--- config.mk ---
export PLATFORM = sky130hd
export DESIGN_NAME = vga_pixel_prefetch
export DESIGN_NICKNAME = d
export VERILOG_FILES = /design/src/rtl/vga_pixel_prefetch.sv
export SDC_FILE = /design/constraint.sdc
export NUM_CORES = 1
export LEC_CHECK = 0
export CAP_MARGIN = 20
export CORE_MARGIN = 5
export CORE_UTILIZATION = 45
export CTS_CLUSTER_DIAMETER = 200
export DETAILED_ROUTE_END_ITERATION = 10
export DONT_BUFFER_PORTS = 1
export SLEW_MARGIN = 0
export SYNTH_ARGS = -nofsm -noshare
export SYNTH_HDL_FRONTEND = slang
export SYNTH_SLANG_ARGS = --single-unit
--- constraint.sdc ---
create_clock -name clk -period 6.2 [get_ports clk]
set_input_delay 1.55 -clock clk [delete_from_list [all_inputs] [get_ports clk]]
set_output_delay 1.55 -clock clk [all_outputs]
set_load 0.01 [all_outputs]
--- src/rtl/vga_pixel_prefetch.sv ---
// Prefetches frame pixels from memory into a credit-limited FIFO and pops one per read_mem.
// Optional feature macro: PIX_UNDERFLOW_CNT_EN adds a saturating underflow_cnt output.
module vga_pixel_prefetch #(
  parameter int DEPTH     = 16,
  parameter int FRAME_PIX = 307200,
  parameter int AW        = 19
) (
  input  logic                     clk,
  input  logic                     rstn,
  input  logic                     vsync,
  input  logic                     read_mem,
  output logic [11:0]              pix_data,
  output logic                     mem_req,
  output logic [AW-1:0]            mem_addr,
  input  logic                     mem_ack,
  input  logic                     mem_rvalid,
  input  logic [11:0]              mem_rdata,
  output logic                     underflow,
  output logic [$clog2(DEPTH):0]   fifo_level
`ifdef PIX_UNDERFLOW_CNT_EN
  ,
  output logic [15:0]              underflow_cnt
`endif
);

  localparam int PW = $clog2(DEPTH);
  localparam int LW = PW + 1;
  localparam int CW = LW + 1;

  typedef enum logic [1:0] {
    ST_FLUSH = 2'd0,
    ST_FETCH = 2'd1,
    ST_DONE  = 2'd2
  } state_t;

  state_t        state_r, state_s;
  logic [11:0]   fifo_mem_r [DEPTH];
  logic [PW-1:0] wr_ptr_r, rd_ptr_r;
  logic [LW-1:0] level_r, level_s, outstanding_r, outstanding_s, drop_cnt_s;
  logic [CW-1:0] credit_s;
  logic [AW-1:0] mem_addr_r, mem_addr_s;
  logic          mem_req_r, mem_req_s;
  logic [11:0]   pix_data_r;
  logic          underflow_r;
  logic          flush_s, accept_s, last_acc_s, rsp_s, push_s, pop_req_s, pop_s, under_s;

  // Per-cycle strobes; while flushing every response and pop is swallowed.
  always_comb begin
    flush_s    = !vsync || (state_r == ST_FLUSH);
    accept_s   = mem_req_r && mem_ack;
    last_acc_s = accept_s && (state_r == ST_FETCH) && (mem_addr_r == AW'(FRAME_PIX - 1));
    rsp_s      = mem_rvalid && (outstanding_r != {LW{1'b0}});
    pop_req_s  = read_mem && !flush_s;
    pop_s      = pop_req_s && (level_r != {LW{1'b0}});
    under_s    = pop_req_s && (level_r == {LW{1'b0}});
    push_s     = mem_rvalid && !flush_s && ((level_r != LW'(DEPTH)) || pop_s);
    drop_cnt_s = (state_r == ST_FLUSH) ? outstanding_r : {LW{1'b0}};
  end

  // Next-state logic; vsync low forces FLUSH from any state.
  always_comb begin
    state_s = state_r;
    if (!vsync) begin
      state_s = ST_FLUSH;
    end else begin
      case (state_r)
        ST_FLUSH: if (drop_cnt_s == {LW{1'b0}}) state_s = ST_FETCH; else state_s = ST_FLUSH;
        ST_FETCH: if (last_acc_s) state_s = ST_DONE; else state_s = ST_FETCH;
        ST_DONE:  state_s = ST_DONE;
        default:  state_s = ST_FLUSH;
      endcase
    end
  end

  // Occupancy, in-flight count and the request decision for the next cycle.
  always_comb begin
    outstanding_s = outstanding_r;
    if (accept_s && !rsp_s) begin
      outstanding_s = outstanding_r + LW'(1);
    end else if (!accept_s && rsp_s) begin
      outstanding_s = outstanding_r - LW'(1);
    end else begin
      outstanding_s = outstanding_r;
    end

    level_s = level_r;
    if (flush_s) begin
      level_s = {LW{1'b0}};
    end else if (push_s && !pop_s) begin
      level_s = level_r + LW'(1);
    end else if (!push_s && pop_s) begin
      level_s = level_r - LW'(1);
    end else begin
      level_s = level_r;
    end

    // Slots already promised to in-flight reads count against the FIFO.
    credit_s = {1'b0, level_s} + {1'b0, outstanding_s};

    mem_req_s = 1'b0;
    if (state_s != ST_FETCH) begin
      mem_req_s = 1'b0;
    end else if (mem_req_r && !mem_ack) begin
      mem_req_s = 1'b1;
    end else begin
      mem_req_s = (credit_s < CW'(DEPTH));
    end

    mem_addr_s = mem_addr_r;
    if (flush_s) begin
      mem_addr_s = {AW{1'b0}};
    end else if (accept_s && !last_acc_s) begin
      mem_addr_s = mem_addr_r + AW'(1);
    end else begin
      mem_addr_s = mem_addr_r;
    end
  end

  // Control and output registers.
  always_ff @(posedge clk or negedge rstn) begin
    if (!rstn) begin
      state_r       <= ST_FLUSH;
      wr_ptr_r      <= {PW{1'b0}};
      rd_ptr_r      <= {PW{1'b0}};
      level_r       <= {LW{1'b0}};
      outstanding_r <= {LW{1'b0}};
      mem_addr_r    <= {AW{1'b0}};
      mem_req_r     <= 1'b0;
      pix_data_r    <= 12'h000;
      underflow_r   <= 1'b0;
    end else begin
      state_r       <= state_s;
      level_r       <= level_s;
      outstanding_r <= outstanding_s;
      mem_addr_r    <= mem_addr_s;
      mem_req_r     <= mem_req_s;
      if (flush_s) begin
        wr_ptr_r <= {PW{1'b0}};
        rd_ptr_r <= {PW{1'b0}};
      end else begin
        if (push_s) wr_ptr_r <= wr_ptr_r + PW'(1);
        if (pop_s)  rd_ptr_r <= rd_ptr_r + PW'(1);
      end
      if (pop_s) begin
        pix_data_r <= fifo_mem_r[rd_ptr_r];
      end else if (under_s) begin
        pix_data_r <= 12'h000;
      end
      if (flush_s) begin
        underflow_r <= 1'b0;
      end else if (under_s) begin
        underflow_r <= 1'b1;
      end
    end
  end

  // FIFO storage; contents are only ever read behind a valid pointer.
  always_ff @(posedge clk) begin
    if (push_s) fifo_mem_r[wr_ptr_r] <= mem_rdata;
  end

`ifdef PIX_UNDERFLOW_CNT_EN
  logic [15:0] underflow_cnt_r;

  // Lifetime underflow counter; only rstn clears it.
  always_ff @(posedge clk or negedge rstn) begin
    if (!rstn) begin
      underflow_cnt_r <= 16'h0000;
    end else if (under_s && (underflow_cnt_r != 16'hFFFF)) begin
      underflow_cnt_r <= underflow_cnt_r + 16'd1;
    end
  end

  assign underflow_cnt = underflow_cnt_r;
`endif

  assign pix_data   = pix_data_r;
  assign mem_req    = mem_req_r;
  assign mem_addr   = mem_addr_r;
  assign underflow  = underflow_r;
  assign fifo_level = level_r;

endmodule

Word level (Yosys, flattened, before mapping)
Memories as Yosys holds them, arrays and structs flattened.
Index checks and enable logic that the tools add are counted.
{"block": "totals", "regBits": 53, "ramBits": 192, "output_inout_bits": 38, "mem_count": 1}
{"name": "fifo_mem_r", "depth": 16, "width": 12, "read_ports": 1, "rd_clocked_by_memory_dff": 0, "write_ports": 1, "line_no": "37", "text": "logic [11:0] fifo_mem_r [DEPTH];"}
{"block": "op_classes", "addsub": 8, "n_lt_le_gt_ge": 1, "eq_ne": 5, "mux": 24, "reduce_logical": 35}
{"operator": "$mux W19", "n": 2}
{"operator": "$mux W5", "n": 6}
{"operator": "$mux W12", "n": 2}
{"operator": "$add A19 B1 Y19 const B", "n": 1}
{"operator": "$eq A19 B19 Y1 const B", "n": 1}
{"operator": "$mux W4", "n": 4}
{"operator": "$logic_and A1 B1 Y1", "n": 15}
{"operator": "$add A5 B1 Y5 const B", "n": 2}
{"operator": "$logic_not A5 Y1", "n": 2}
{"operator": "$reduce_bool A2 Y1", "n": 5}
{"operator": "$reduce_bool A5 Y1", "n": 2}
{"operator": "$sub A5 B1 Y5 const B", "n": 2}
{"operator": "$add A4 B1 Y4 const B", "n": 2}
{"operator": "$logic_not A1 Y1", "n": 8}
{"operator": "$mux W1", "n": 7}
{"operator": "$add A5 B5 Y6", "n": 1}
{"operator": "$lt A6 B5 Y1 const B", "n": 1}
{"operator": "$pmux W2 S3", "n": 1}
{"operator": "$ne A5 B5 Y1 const B", "n": 1}
{"operator": "$mux W2", "n": 2}
{"operator": "$eq A2 B1 Y1 const B", "n": 1}
{"operator": "$eq A2 B2 Y1 const B", "n": 1}
{"operator": "$logic_not A2 Y1", "n": 1}
{"operator": "$logic_or A1 B1 Y1", "n": 2}
{"operator": "$ne A2 B1 Y1 const B", "n": 1}

Depth between registers and ports, before layout
Gate-level depths: netlist of run 1.
{"block": "logic_depth", "ltp_word": 16, "ltp_mapped": 13, "mapped_depth_nobuf": 12}

Worst setup path before layout of run 1
No wires, ideal clock.
{"block": "synth_path", "path_kind": "in2reg", "startpoint": "in mem_rvalid", "endpoint": "reg mem_req_r (netlist: mem_req)", "setup_time_ns": 0.065, "arrival_ns": 4.017, "t_required_ns": 6.135, "path_slack_ns": 2.118, "stages": 11, "n_path_buf": 1, "path_cell_list": "clkbuf_1 > inv_1 > a21oi_1 > nand2_1 > o22ai_1 > xor2_1 > ha_1 > a2111oi_0 > nand2_1 > a2111oi_0 > a21o_1"}
{"block": "synth_via", "elab_cells_between_ends": 18, "classes_between": "add/sub: 1; order compare: 1; mux: 7; reduce/logical: 9"}
{"item": "start, declared", "line_no": "16", "text": "input logic mem_rvalid,"}
{"item": "$logic_and A1 B1 Y1 (*)", "line_no": "52", "text": "rsp_s = mem_rvalid && (outstanding_r != {LW{1'b0}});"}
{"item": "$logic_and A1 B1 Y1 or $logic_not A1 Y1 (tied branches)", "line_no": "80, 78"}
{"item": "$mux W5 or $logic_and A1 B1 Y1 (tied branches)", "line_no": "80, 78"}
{"item": "$mux W5 (*)", "line_no": "78", "text": "if (accept_s && !rsp_s) begin"}
{"item": "via outstanding_s[3]", "line_no": "39", "text": "logic [LW-1:0] level_r, level_s, outstanding_r, outstanding_s, drop_cnt_s;"}
{"item": "$add A5 B5 Y6 (*)", "line_no": "98", "text": "credit_s = {1'b0, level_s} + {1'b0, outstanding_s};"}
{"item": "$lt A6 B5 Y1 (*)", "line_no": "106", "text": "mem_req_s = (credit_s < CW'(DEPTH));"}
{"item": "$mux W1 (*)", "line_no": "103", "text": "end else if (mem_req_r && !mem_ack) begin"}
{"item": "$mux W1 (*)", "line_no": "101", "text": "if (state_s != ST_FETCH) begin"}
{"item": "via mem_req_s", "line_no": "42", "text": "logic mem_req_r, mem_req_s;"}
{"item": "end signal, assigned", "line_no": "136", "text": "mem_req_r <= mem_req_s;"}
{"item": "end, declared", "line_no": "42"}
Mark *: on every way through the listed nets, which the timed path passes. The rest lies on a longest branch.
A chain may end at the register's enable or synchronous reset.

Worst setup path in the final report of run 1
{"block": "layout_path", "startpoint": "in vsync", "endpoint": "reg mem_req_r (netlist: mem_req)"}
{"block": "layout_via", "elab_chain_cells": 16, "elab_cells_between_ends": 21, "classes_between": "add/sub: 1; order compare: 1; eq/ne: 1; mux: 6; reduce/logical: 12"}
{"item": "start, declared", "line_no": "10", "text": "input logic vsync,"}
{"item": "$logic_not A1 Y1 (*)"}
{"item": "$logic_or A1 B1 Y1 (*)", "line_no": "49", "text": "flush_s = !vsync || (state_r == ST_FLUSH);"}
{"item": "$logic_not A1 Y1", "line_no": "53, 56"}
{"item": "$logic_and A1 B1 Y1", "line_no": "53", "text": "pop_req_s = read_mem && !flush_s;"}
{"item": "$logic_and A1 B1 Y1", "line_no": "54", "text": "pop_s = pop_req_s && (level_r != {LW{1'b0}});"}
{"item": "$logic_or A1 B1 Y1", "line_no": "56", "text": "push_s = mem_rvalid && !flush_s && ((level_r != LW'(DEPTH)) || pop_s);"}
{"item": "$logic_and A1 B1 Y1", "line_no": "56"}
{"item": "$logic_not A1 Y1", "line_no": "91", "text": "end else if (!push_s && pop_s) begin"}
{"item": "[2 not listed]"}
{"item": "$mux W5", "line_no": "89", "text": "end else if (push_s && !pop_s) begin"}
{"item": "$mux W5 (*)", "line_no": "87", "text": "if (flush_s) begin"}
{"item": "via level_s[2]", "line_no": "39"}
{"item": "$add A5 B5 Y6 (*)", "line_no": "98"}
{"item": "$lt A6 B5 Y1 (*)", "line_no": "106"}
{"item": "$mux W1 (*)", "line_no": "103"}
{"item": "$mux W1 (*)", "line_no": "101"}
{"item": "via mem_req_s", "line_no": "42"}
Marked as above.

==> results of run 1 <==
## power breakdown
group          internal (uW)  switching (uW)  leakage (uW)
clock                    815             627      0.000388
sequential              1810            44.0       0.00245
combinational           69.8             102      0.000914
total                   2690             773       0.00375
## flip-flops by register name, summed over array words and instances (netlist names)
name           cells
fifo_mem_r       192
mem_addr          19
pix_data          12
fifo_level         5
outstanding_r      5
rd_ptr_r           4
wr_ptr_r           4
state_r            2
mem_req            1
underflow          1
## critical path, cell delays in order
cell	delay, ns
o21a_1	0.35
o311a_1	0.55
a31oi_1	0.17
xor2_1	0.15
nor2_1	0.08
ha_1	0.23
a2111oi_0	0.51
nand2_1	0.11
a2111oi_0	0.43
a21o_1	0.13
## final timing paths
path | from | endpoint | slack, ns
setup / recovery | vsync | mem_req | 2.41
hold / removal | underflow | underflow | 0.57
setup reg to reg | fifo_level[0] | mem_req | 2.50
hold reg to reg | underflow | underflow | 0.57
max in group asynchronous | rstn | mem_addr[6] | 5.38
min in group asynchronous | rstn | fifo_level[0] | 0.70
## logic make-up after synthesis
group	count (synthesis)
buffers and inverters	41
AO/OA/AOI/OAI	84
adder cells (fa/ha/maj)	14
flip-flops	245
XOR/XNOR	21
AND/OR/NAND/NOR	139
multiplexers	64
## area by class of cell
cell class	count	area [um^2]	share of cell area (%)
clock inverter	17	135.1	1.191
clock buffer	30	665.6	5.865
timing repair buffer	6	65.06	0.5733
tap	285	356.6	3.142
sequential	245	7097	62.54
inverter	11	41.29	0.3638
multi-input combinational	322	2988	26.33
## routing by layer
layer | vias up | global-route usage [%] | routed length (um)
li1 | 2421 | - | -
met1 | 2724 | 22.66 | 9256
met2 | 156 | 27.17 | 10220
met3 | 41 | 4.260 | 1463
met4 | 0 | 4.731 | 570
met5 | - | 0 | 0
## stage by stage
| step | setup slack, ns | hold slack (ns) |
|---|---|---|
| after floorplan | 2.118 | 0.5020 |
| after global placement | 1.933 | 0.5585 |
| after CTS | 2.477 | 0.5708 |
| after detailed placement | 1.943 | 0.5520 |
| after global routing | 2.129 | 0.5890 |
| final | 2.415 | 0.5699 |
## placed cells by master, fill, tap and decap left out, drive strengths merged, types with 3 or more instances in the layout
cell type,synthesis,layout
and3,3,3
nand3,4,4
a31o,3,3
a21oi,25,25
nand2b,4,4
xnor2,12,12
o211ai,3,3
buf,17,6
a211oi,15,15
clkinv,0,14
nor4,7,7
inv,11,12
xor2,9,9
clkbuf,13,30
dfrtp,53,53
nand2,24,24
and2,13,13
nor3,8,8
and4,6,6
nor2,27,27
nand4,9,9
mux2i,16,16
or3,8,8
a31oi,3,3
ha,14,14
o21ai,9,9
a22o,12,12
nor2b,13,13
edfxtp,192,192
mux4,48,48
==> results_dict.tcl, run 1 <==
set metrics [dict create \
    cts_setup_buffers 0 \
    grt_pass1_wl_um 33580 \
    antenna_cells 0 \
    power.density_mw_per_mm2 305.3 \
    period_share_pct 61.05 \
    num_vias 5342 \
    drt-total-wl_um 21510 \
    die_area_mm2 0.02590 \
    clkLatencyLatePin_ns 0.54 \
    drt_iter0_markers 445 \
    synth_simple_gate_area_share_pct 7.919 \
    relSlewSlack_pct 35.31 \
    synth_top_family_by_area "multiplexers" \
    fin_nets 644 \
    period_needed_ns 3.785 \
    drc 0 \
    yosysUniqueCellTypes 56 \
    firstDrtPassIters 5 \
    ir_worst_vdd_v 0.0001867 \
    dieWidth_um 161.0 \
    grt_usage_pct 16.74 \
    fin_cells 916 \
    post-route-util_pct 50.28 \
    clockBufferDepth 3 \
    slew_violations 0 \
    wl_per_cell_um 23.48 \
    grt_overflow_total 0 \
    crit_path_start_kind "input port" \
    reg2regPathDepth 12 \
    clock-root-buffer "clkbuf_16" \
    maxCapViolations 0 \
    finalWeightedCongestion 0.8174 \
    worst_setup_path_end_kind "flop" \
    synth.largest_area_cell "edfxtp_1" \
    netlist_top_cells_area "edfxtp_1 (56%), dfrtp_1 (13%), mux4_2 (11%), ha_1 (1.7%), mux2i_1 (1.6%)" \
    hold_violations 0 \
    fin_area_mm2 0.01135 \
    cp.required_ns 6.68 \
    cts.sinks 245 \
    cts_tree "built" \
    hold_path_depth 2 \
    detail-route-antenna-nets 0 \
    synthXorXnorAreaFrac_pct 1.794 \
    synth-main-ff-cell "edfxtp_1" \
    hold_path.class "reg -> reg" \
    drive_gt1_share_pct 15.53 \
    muxShareOfSynthArea_pct 12.10 \
    initial_core_util_pct 45.43 \
    syn_nets 640 \
    dp.cells 867 \
    grt_antenna_before_repair 0 \
    arrival_ns 4.26 \
    hpwl_um 13000 \
    cts_buffers 26 \
    io_buffers 0 \
    synth_area_mm2 0.01025 \
    syn_area_per_cell_um2 16.86 \
    die_h_um 161.0 \
    synth.top_cell.area_share_pct 56.23 \
    cts_hold_buf 0 \
    setup_tns_ns 0 \
    yosysSeqAreaShare_pct 69.16 \
    rsz0062_at_grt "false" \
    rows 55 \
    synth_edf_count 192 \
    synth_common_cells "edfxtp_1 (192), dfrtp_1 (53), mux4_2 (48)" \
    critical_path_class "in -> reg" \
    synth-adder-area-share_pct 1.708 \
    ios 56 \
    path_max_fanout 15 \
    async_flop_share_pct 21.63 \
    synth_seq_cells 245 \
    setup_violations 0 \
    clkSlewWorstSetupHoldPaths_ns 0.06 \
    skew_ns 0.006947 \
    worst_pin_slew_ns 0.9703 \
    cts_resized 0 \
    synth-compound-area-share_pct 5.577 \
    syn_inst 608 \
    vias_per_cell 5.832 \
    placedInstanceArea_mm2 0.01051 \
    core-area_mm2 0.02257 \
    fillers 1847 \
    grt_pass1_vias 5595 \
    p_leak_uw 0.003753 \
    p_total_uw 3465 \
    status "finished clean" \
    clock.fmax_ghz 0.2642 \
    ctsHtreeMaxLevel 1 \
    areaGrowthSynthToFinish_pct 10.68 \
    yosysWarnings 0 \
    grt_max_degree 54 \
    synth_most_common_cell "edfxtp_1" \
]
Note: power is estimated with default switching activity, not from simulation.
==> run 2: changes to the inputs <==
Clock period 6.2 ns to 3.4 ns, I/O delays scaled along.
==> run 2 against run 1 <==
  * Register-to-register slack worse by 2.2 ns
  * Critical path depth up 2
  * Utilization up 1.4 points
  * Global-route usage up 0.61 points
  * Hold slack worse by 0.40 ns
  * Combinational power up 110%
  * Design area up 2.8%
  * Setup slack worse by 2.2 ns
  * Total power up 89%
  * Largest power group unchanged
  * Count of clock-buffer cells in the layout up 6
  * Clock power up 97%
==> results_dict.tcl, run 2 (same netlist as run 1, synthesis figures left out) <==
set metrics [dict create \
    status "finished clean" \
    wl_per_cell_um 23.59 \
    r2r_start "state_r[1]" \
    maxCapViolations 0 \
    cts_tree "built" \
    fin_nets 676 \
    die_h_um 161.0 \
    grt_usage_pct 17.35 \
    core-area_mm2 0.02257 \
    arrival_ns 3.61 \
    use_met1_pct 23.45 \
    path_delay_family "compound AO/OA/AOI/OAI gates" \
    hold_path.class "in -> async" \
    fin_area_mm2 0.01167 \
    cpMaxStageDelayCell "dfrtp_1" \
    drc 0 \
    placedInstanceArea_mm2 0.01076 \
    worstPathCellList "o211ai_1 -> buf_4 -> nor4_1 -> a41oi_1 -> xor2_1 -> nor2_1 -> ha_1 -> a2111oi_2 -> buf_4 -> nand2_1 -> a2111oi_2 -> a21o_1" \
    drt_iter0_markers 451 \
    clock-root-buffer "clkbuf_16" \
    critical_path_class "reg -> reg" \
    detail-route-antenna-nets 0 \
    grt_pass1_wl_um 34690 \
    r2r_end "mem_req" \
    initial_core_util_pct 45.43 \
    cts.sinks 245 \
    drt-total-wl_um 22390 \
    period_share_pct 92.43 \
    period_needed_ns 3.143 \
    power.density_mw_per_mm2 562.3 \
    dieWidth_um 161.0 \
    slew_violations 0 \
    rsz0062_at_grt "false" \
    use_met2_pct 28.95 \
    cp_num_cells 12 \
    crit_path_start_kind "flop" \
    io_buffers 0 \
    largest_register "fifo_mem_r" \
    layout_common_cells "edfxtp_1 (192), dfrtp_1 (51), mux4_2 (48)" \
    grt_pass1_vias 5688 \
    clock.fmax_ghz 0.3182 \
    worst-path-buf-inv 2 \
    grt_busiest_layer "met2" \
    ios 56 \
    areaGrowthSynthToFinish_pct 13.78 \
    relSlewSlack_pct 29.30 \
    largest_reg_flops 192 \
    p_leak_uw 0.003954 \
    worst_pin_slew_ns 1.060 \
    timing.reg2reg.setup_slack_ns 0.26 \
    hpwl_um 14260 \
    hold_violations 0 \
    grt_max_degree 54 \
    antenna_cells 0 \
    cpPeakStageDelay_ns 0.46 \
    cts_setup_buffers 0 \
    clkSlewWorstSetupHoldPaths_ns 0.06 \
    drive_gt1_share_pct 20.03 \
    setup_violations 0 \
    skew_ns 0.01821 \
    firstDrtPassIters 5 \
    startpoint "state_r[1]" \
    clockBufferDepth 3 \
    met3_usage_pct 3.593 \
    finalWeightedCongestion 0.8462 \
    rows 55 \
    num_vias 5586 \
    ir_worst_vdd_v 0.0004380 \
    cts_buffers 26 \
    cp.required_ns 3.86 \
    die_area_mm2 0.02590 \
    worst_setup_path_end_kind "flop" \
    p_total_uw 6560 \
    reg2regPathDepth 12 \
    crit_end "mem_req" \
    grt_antenna_before_repair 0 \
    vias_per_cell 5.886 \
    clkLatencyLatePin_ns 0.54 \
    final_common_cell "edfxtp_1" \
    path_max_fanout 10 \
    ctsHtreeMaxLevel 1 \
    grt_overflow_total 0 \
]
[run 2: routing by layer]
layer | vias to the layer above | share of wire (%)
li1 | 2486 | -
met4 | 0 | 2.2
met5 | - | 0
met2 | 151 | 50
met3 | 38 | 5.1
met1 | 2911 | 43
[run 2: metrics by stage]
| stage | std cells | TNS, ns | setup slack (ns) | utilization [%] | hold WS, ns |
|---|---|---|---|---|---|
| after floorplan | 608 | 0 | 0.01828 | - | 0.5020 |
| after global placement | 900 | -0.001940 | -0.001940 | 47.67 | 0.5406 |
| after detailed placement | 900 | -0.09869 | -0.09869 | 47.67 | 0.5404 |
| after CTS | 949 | 0 | 0.09929 | 51.63 | 0.1598 |
| after global routing | 949 | 0 | 0.001799 | 51.69 | 0.1709 |
| final | 949 | 0 | 0.2575 | 51.69 | 0.1683 |
[run 2: power breakdown]
group / internal (uW) / switching [uW] / leakage [uW]
clock network: 1690 / 1140 / 0.000416
logic: 149 / 214 / 0.00109
registers: 3290 / 75.1 / 0.00245
[run 2: how the worst min path moves through the flow]
stage | cells after the start | endpoint | slack [ns]
5_1_grt | 1 | pix_data[9] | 0.17
3_3_place_gp | 1 | outstanding_r[3] | 0.54
2_1_floorplan | 1 | outstanding_r[3] | 0.50
4_1_cts | 1 | pix_data[3] | 0.16
6_report | 1 | pix_data[9] | 0.17
3_5_place_dp | 1 | outstanding_r[3] | 0.54
[run 2: what timing repair did]
action / in CTS / in global routing
hold buffers: 1 / 0
setup endpoints to repair: 0 / 1
gates resized for setup: 0 / 4
hold endpoints to repair: 53 / 0
[run 2: cell type report]
class | instances | area, um^2
multi-input combinational | 322 | 3000
inverter | 11 | 41.29
clock buffer | 36 | 708.2
fill | 1824 | 10910
timing repair buffer | 38 | 305.3
tap | 285 | 356.6
clock inverter | 12 | 157.7
sequential | 245 | 7097
==> run 3: changes to the inputs <==
Settings changed: GPL_TIMING_DRIVEN set to 0.
==> run 3 against run 2 <==
  * Routed wire length fell by 0.13%
  * Cell count decreased by 0.63%
  * Combinational power is 7.7% higher
  * Total power grew 0.13%
  * Critical path type unchanged
==> results_dict.tcl, run 3 (same netlist as run 1, synthesis figures left out) <==
set metrics [dict create \
    largest_register "fifo_mem_r" \
    wl_per_cell_um 23.71 \
    clock-root-buffer "clkbuf_16" \
    drt-total-wl_um 22360 \
    clkSlewWorstSetupHoldPaths_ns 0.06 \
    drc 0 \
    die_h_um 161.0 \
    grt_usage_pct 17.08 \
    cts.sinks 245 \
    ctsHtreeMaxLevel 1 \
    period_needed_ns 3.211 \
    core-area_mm2 0.02257 \
    areaGrowthSynthToFinish_pct 13.30 \
    final_common_cell "edfxtp_1" \
    setup_tns_ns 0 \
    cts_buffers 25 \
    num_vias 5483 \
    largest_reg_flops 192 \
    dieWidth_um 161.0 \
    cp.required_ns 3.87 \
    die_area_mm2 0.02590 \
    r2r_end "mem_req" \
    fin_cells 943 \
    layout_common_cells "edfxtp_1 (192), dfrtp_1 (51), mux4_2 (48)" \
    holdWs_ns 0.02361 \
    cpPeakStageDelay_ns 0.47 \
    power.density_mw_per_mm2 565.4 \
    firstDrtPassIters 5 \
    rsz0062_at_grt "false" \
    finalWeightedCongestion 0.8493 \
    clkLatencyLatePin_ns 0.53 \
    grt_overflow_total 0 \
    setup_violations 0 \
    hold_violations 0 \
    grt_max_degree 46 \
    rows 55 \
    worst_setup_path_end_kind "flop" \
    grt_pass1_vias 5797 \
    antenna_cells 0 \
    dp.cells 893 \
    vias_per_cell 5.814 \
    ios 56 \
    period_share_pct 94.44 \
    hold_path.class "in -> async" \
    cpMaxStageDelayCell "dfrtp_2" \
    detail-route-antenna-nets 0 \
    path_max_fanout 7 \
    hpwl_um 14600 \
    r2r_start "fifo_level[0]" \
    maxCapViolations 0 \
    p_leak_uw 0.003886 \
    initial_core_util_pct 45.43 \
    arrival_ns 3.68 \
    worst_pin_slew_ns 0.8904 \
    io_buffers 0 \
    crit_path_start_kind "flop" \
    critical_path_class "reg -> reg" \
    fin_nets 671 \
    post-route-util_pct 51.47 \
    grt_antenna_before_repair 0 \
    slew_violations 0 \
    drive_gt1_share_pct 18.24 \
    cts_tree "built" \
    timing.reg2reg.setup_slack_ns 0.19 \
    reg2regPathDepth 12 \
    status "finished clean" \
    ir_worst_vdd_v 0.0004317 \
    relSlewSlack_pct 40.64 \
    skew_ns 0.01121 \
    clock.fmax_ghz 0.3114 \
    clockBufferDepth 3 \
    worstPathCellList "inv_1 -> ha_2 -> or3b_4 -> o311a_4 -> a31oi_4 -> xor2_1 -> nor2_1 -> ha_2 -> a2111oi_4 -> nand2_2 -> a2111oi_4 -> a21o_1" \
    drt_iter0_markers 470 \
    grt_pass1_wl_um 33980 \
]
[run 3: critical path: cells and delay by family (launching register included)]
| family | cells | cell delay (ns) |
|---|---|---|
| AND/OR/NAND/NOR | 3 | 0.62 |
| XOR/XNOR | 1 | 0.15 |
| buffers and inverters | 1 | 0.08 |
| AO/OA/AOI/OAI | 5 | 1.42 |
| flip-flops | 1 | 0.47 |
| adder cells (fa/ha/maj) | 2 | 0.41 |
[run 3: repair_timing]
action	CTS	global route
setup buffers	2	1
hold buffers	2	0
endpoints found under the setup margin	1	1
hold endpoints to repair	45	0
pin swaps	1	4
resized for setup	8	10
[run 3: worst max-delay path by stage]
stage	startpoint	to	slack, ns	depth (start not counted)
6_report	fifo_level[0]	mem_req	0.19	12
5_1_grt	fifo_level[1]	mem_req	0.04	12
4_1_cts	mem_rvalid	mem_req	0.03	11
3_5_place_dp	mem_rvalid	mem_req	-0.75	11
3_3_place_gp	mem_rvalid	mem_req	-0.60	11
2_1_floorplan	mem_rvalid	mem_req	0.02	11
[run 3: metrics by stage]
stage	setup WS, ns	area, um^2	power, uW
after floorplan	0.01828	10250	3646
after global placement	-0.6034	10610	3733
after detailed placement	-0.7496	10610	3752
after CTS	0.02704	11550	6582
after global routing	0.04158	11620	6796
final	0.1892	11620	6569
[run 3: layer usage]
layer,share of wire [%],routed length [um],vias up,global-route usage [%]
met3,6.4,1421,39,4.029
met5,0,0,-,0
met2,51,11440,157,30.08
li1,-,-,2468,-
met4,2.8,632,0,4.769
met1,40,8862,2819,21.22
[run 3: layout make-up]
cell class / count / area, um^2
buffer: 29 / 133.9
clock buffer: 40 / 762.0
multi-input combinational: 322 / 3070
timing repair buffer: 5 / 60.06
tap: 285 / 356.6
inverter: 11 / 41.29
clock inverter: 6 / 98.84
fill: 1865 / 10950
sequential: 245 / 7094
[run 3: report_power, final]
part / total [uW] / internal (uW) / leakage (uW) / switching (uW)
sequential: 3370 / 3290 / 0.00245 / 75.8
combinational: 391 / 152 / 0.00101 / 239
clock: 2810 / 1690 / 0.000424 / 1110
